**config.mk**
```make
export PLATFORM = sky130hd
export DESIGN_NAME = dmux_ch_fifo
export DESIGN_NICKNAME = d
export VERILOG_FILES = /design/src/rtl/dmux_ch_fifo.sv
export SDC_FILE = /design/constraint.sdc
export NUM_CORES = 1
export LEC_CHECK = 0
export CORE_AREA = 4 4 127 129
export CTS_BUF_LIST = sky130_fd_sc_hd__clkbuf_16
export DETAILED_ROUTE_END_ITERATION = 7
export DIE_AREA = 0 0 131 133
export PLACE_DENSITY = 0.85
export SETUP_SLACK_MARGIN = 0.15
export SYNTH_ARGS = -nofsm -noshare
export SYNTH_HDL_FRONTEND = slang
export SYNTH_SLANG_ARGS = --single-unit
```
**constraint.sdc**
```tcl
create_clock -name clk -period 5.73 [get_ports clk]
set_input_delay 1.4325 -clock clk [delete_from_list [all_inputs] [get_ports clk]]
set_output_delay 1.4325 -clock clk [all_outputs]
set_load 0.01 [all_outputs]
```
**src/rtl/dmux_ch_fifo.sv**
```systemverilog
// dmux_ch_fifo: routes one valid/ready stream into CH_N per-channel FIFOs,
// either unicast by data_in_sel or broadcast to every channel.
module dmux_ch_fifo #(
  parameter int DATA_W = 8,
  parameter int CH_N   = 4,
  parameter int SEL_W  = 2,
  parameter int DEPTH  = 4,
  parameter int ERR_W  = 8
) (
  input  logic                   clk,
  input  logic                   rst,
  input  logic [DATA_W-1:0]      data_in,
  input  logic                   data_in_valid,
  input  logic [SEL_W-1:0]       data_in_sel,
  input  logic                   data_in_bcast,
  output logic                   data_in_ready,
  output logic [CH_N*DATA_W-1:0] data_out,
  output logic [CH_N-1:0]        data_out_valid,
  input  logic [CH_N-1:0]        data_out_ready,
  output logic [CH_N-1:0]        ch_full,
  output logic [ERR_W-1:0]       err_cnt
);

  localparam int PW = $clog2(DEPTH);
  localparam int CW = PW + 1;
  localparam logic [CW-1:0] FULL_CNT = CW'(DEPTH);
  localparam logic [31:0]   CH_LIM   = 32'(CH_N);

  logic [DATA_W-1:0] mem_q [CH_N][DEPTH];
  logic [PW-1:0]     wr_q  [CH_N];
  logic [PW-1:0]     wr_d  [CH_N];
  logic [PW-1:0]     rd_q  [CH_N];
  logic [PW-1:0]     rd_d  [CH_N];
  logic [CW-1:0]     cnt_q [CH_N];
  logic [CW-1:0]     cnt_d [CH_N];
  logic [ERR_W-1:0]  err_q;
  logic [ERR_W-1:0]  err_d;

  logic [CH_N-1:0] hit;
  logic [CH_N-1:0] full;
  logic [CH_N-1:0] push;
  logic [CH_N-1:0] pop;
  logic            sel_ok;
  logic            accept;

  // Ready looks only at registered occupancy, never at data_out_ready.
  always_comb begin
    hit    = '0;
    full   = '0;
    pop    = '0;
    sel_ok = 32'(data_in_sel) < CH_LIM;
    for (int k = 0; k < CH_N; k++) begin
      hit[k]  = 32'(data_in_sel) == 32'(k);
      full[k] = cnt_q[k] == FULL_CNT;
      pop[k]  = (cnt_q[k] != '0) && data_out_ready[k];
    end
    data_in_ready = data_in_bcast ? ~|full : ~|(hit & full);
    accept        = data_in_valid && data_in_ready;
    push          = '0;
    if (accept) begin
      push = data_in_bcast ? '1 : hit;
    end
  end

  always_comb begin
    for (int k = 0; k < CH_N; k++) begin
      wr_d[k]  = push[k] ? wr_q[k] + 1'b1 : wr_q[k];
      rd_d[k]  = pop[k]  ? rd_q[k] + 1'b1 : rd_q[k];
      cnt_d[k] = cnt_q[k] + CW'(push[k]) - CW'(pop[k]);
    end
    err_d = err_q;
    if (accept && !data_in_bcast && !sel_ok && err_q != '1) begin
      err_d = err_q + 1'b1;
    end
  end

  always_ff @(posedge clk or posedge rst) begin
    if (rst) begin
      for (int k = 0; k < CH_N; k++) begin
        for (int d = 0; d < DEPTH; d++) begin
          mem_q[k][d] <= '0;
        end
        wr_q[k]  <= '0;
        rd_q[k]  <= '0;
        cnt_q[k] <= '0;
      end
      err_q <= '0;
    end else begin
      for (int k = 0; k < CH_N; k++) begin
        if (push[k]) begin
          mem_q[k][wr_q[k]] <= data_in;
        end
        wr_q[k]  <= wr_d[k];
        rd_q[k]  <= rd_d[k];
        cnt_q[k] <= cnt_d[k];
      end
      err_q <= err_d;
    end
  end

  always_comb begin
    data_out       = '0;
    data_out_valid = '0;
    for (int k = 0; k < CH_N; k++) begin
      data_out[k*DATA_W +: DATA_W] = mem_q[k][rd_q[k]];
      data_out_valid[k]            = cnt_q[k] != '0;
    end
  end

  assign ch_full = full;
  assign err_cnt = err_q;

endmodule

```
==> metrics.yaml <==
fmax_mhz: 196
cts_tree: "done"
ys_seq_elements: 156
p_per_area_nw_per_um2: 641
cp_max_fo: 21
grt_max_degree: 110
vias: 4183
synth.distinct_cells: 28
relSlewSlack_pct: 29.1
post_cts_buffers: 0
netlist_instances: 497
cts_buffers: 17
syn_avg_cell_area_um2: 15.4
overflow: 0
dp.cells: 714
grt_pass1_wl_um: 24400
n_antenna_cell: 0
cts.htree.levels: 4
clock_path_buffers: 2
hp-class: "reg2reg"
pin_count: 67
placedInstanceArea_um2: 8300
fin_nets: 591
dp_hpwl_um: 10300
cts.sinks: 156
finalWirelength_um: 15100
cts_resized: 0
syn_area_um2: 7670
path_class: "in2out"
path_clk_slew_ns: 0.06
max_cap_viol_count: 0
rsz0062_at_grt: "false"
yosys_warnings: 0
wl_per_cell_um: 20.2
status: "finished, final reports clean"
routabilityCongestion: 0.730
setup_viol: 0
instances_no_fill: 746
hold_buffers: 0
synthToLayoutAreaGrowth_pct: 16.4
finalMaxSlewViolations: 0
dieArea_um2: 17400
p_leak_uw: 0.00396
crit_arrival_ns: 3.66
fin_tns_setup_ns: 0
worstSetupEndpointType: "output port"
fin_crit_ns: 5.09
hold_violations: 0
antenna_found_initial: 0
fillers: 1094
grt_usage_pct: 18.4
worst_setup_path_start_kind: "input port"
cts_root_buf: "clkbuf_16"
fin_area_um2: 8930
drc: 0
grt_pass1_vias: 4587
required_ns: 4.30
clock_skew_ns: 0.00792
clock_latency_ns: 0.42
initial_core_util_pct: 51.0
core-area_um2: 15000
worstMarginPinSlew_ns: 1.06
drive_gt1_share_pct: 38.7
final_core_util_pct: 59.4
row_count: 45
timing.final.crit_share_pct: 88.8
ys_seq_area_share_pct: 50.9
drtAntennaViolNets: 0
vias_per_cell: 5.61
peakVddDrop_uv: 319
dr.first_iter.drc_count: 232
dr.pass1.iters: 4
portBuffers: 58
die_y_um: 133
dieWidth_um: 131
path summary, 6_finish.rpt:
kind | to | startpoint | slack (ns) | cells past startpoint
hold / removal | cnt_q[11] | cnt_q[11] | 0.50 | 1
hold reg to reg | cnt_q[11] | cnt_q[11] | 0.50 | 1
min in group asynchronous | mem_q[7] | rst | 1.61 | 2
setup reg to reg | cnt_q[2] | cnt_q[2] | 2.70 | 11
setup / recovery | data_in_ready | data_in_sel[0] | 0.64 | 6
max in group asynchronous | mem_q[68] | rst | 3.08 | 3
worst max-delay path: stages:
cell and delay (ns):
clkdlybuf4s50_1 0.50, inv_1 0.07, o21bai_1 0.39, a221o_2 0.65, nor2_1 0.11, clkdlybuf4s50_1 0.50
logic make-up after synthesis:
logic type      after synthesis  share of synthesized area (%)
simple gates                 59                           5.71
fa+ha+maj                    28                           4.96
mux                         164                           31.1
buf+inv                      64                           4.45
compound gates                5                          0.571
other cells                   1                         0.0489
xor+xnor                     20                           2.28
flops                       156                           50.9
sequential cells by signal (all words and copies together) (netlist names):
signal  cells
mem_q     128
wr_q        8
cnt_q      12
rd_q        8
Yosys cell counts:
cell type | instances | area (um2)
a221o_2 | 1 | 11.3
and2_1 | 6 | 37.5
or3_4 | 6 | 67.6
buf_4 | 8 | 60.1
nor3b_1 | 4 | 30.0
nand2_1 | 8 | 30.0
nor3_4 | 5 | 81.3
mux2_2 | 84 | 946
buf_1 | 4 | 15.0
nand3_1 | 16 | 80.1
mux4_2 | 32 | 721
fa_1 | 4 | 80.1
or3_1 | 6 | 37.5
buf_12 | 1 | 20.0
xnor2_1 | 16 | 140
o21bai_1 | 2 | 15.0
xor2_1 | 4 | 35.0
a21o_2 | 2 | 17.5
inv_1 | 26 | 97.6
buf_2 | 2 | 10.0
nor2_1 | 1 | 3.75
ha_1 | 24 | 300
dfrtp_1 | 156 | 3900
nor3_2 | 7 | 70.1
conb_1 | 1 | 3.75
mux2_4 | 48 | 721
clkbuf_1 | 16 | 60.1
buf_6 | 7 | 78.8
power breakdown:
group,switching [uW],total [uW],internal [uW]
clock network,436,1200,764
logic,867,2400,1530
registers,453,2130,1670
routing by layer:
layer	part of all wire, %	GRT usage (%)
met4	2.4	7.09
met1	43	24.4
met5	0	0
met2	50	29.3
met3	3.8	4.24
final cells by class:
class	count	area [um2]	share of cell area (%)
multi-input combinational	284	3450	38.7
clock buffer	17	425	4.76
timing repair buffer	60	608	6.81
sequential	156	3900	43.7
inverter	26	101	1.13
clock inverter	15	204	2.28
tap	188	235	2.63
layout by cell type, fill, tap and decap left out, types with 5 or more instances in the layout:
| cell type | n |
|---|---|
| xnor2_1 | 16 |
| conb_1 | 8 |
| mux4_2 | 32 |
| mux2_2 | 84 |
| or3_4 | 6 |
| and2_1 | 6 |
| nor3_2 | 7 |
| inv_1 | 26 |
| ha_1 | 24 |
| clkbuf_16 | 17 |
| or3_1 | 6 |
| nor3_4 | 5 |
| bufinv_16 | 5 |
| clkdlybuf4s50_1 | 58 |
| nand2_1 | 8 |
| mux2_4 | 48 |
| nand3_1 | 16 |
| dfrtp_1 | 156 |
through the flow:
step / power [uW] / hold slack [ns] / setup WS, ns
after global placement: 4410 / 0.470 / 0.736
final: 5720 / 0.497 / 0.640
after global routing: 6050 / 0.518 / 0.538
after CTS: 5780 / 0.503 / 0.669
after floorplan: 3700 / 0.452 / 1.72
after detailed placement: 4570 / 0.490 / 0.686
Note: power is estimated with default switching activity, not from simulation.
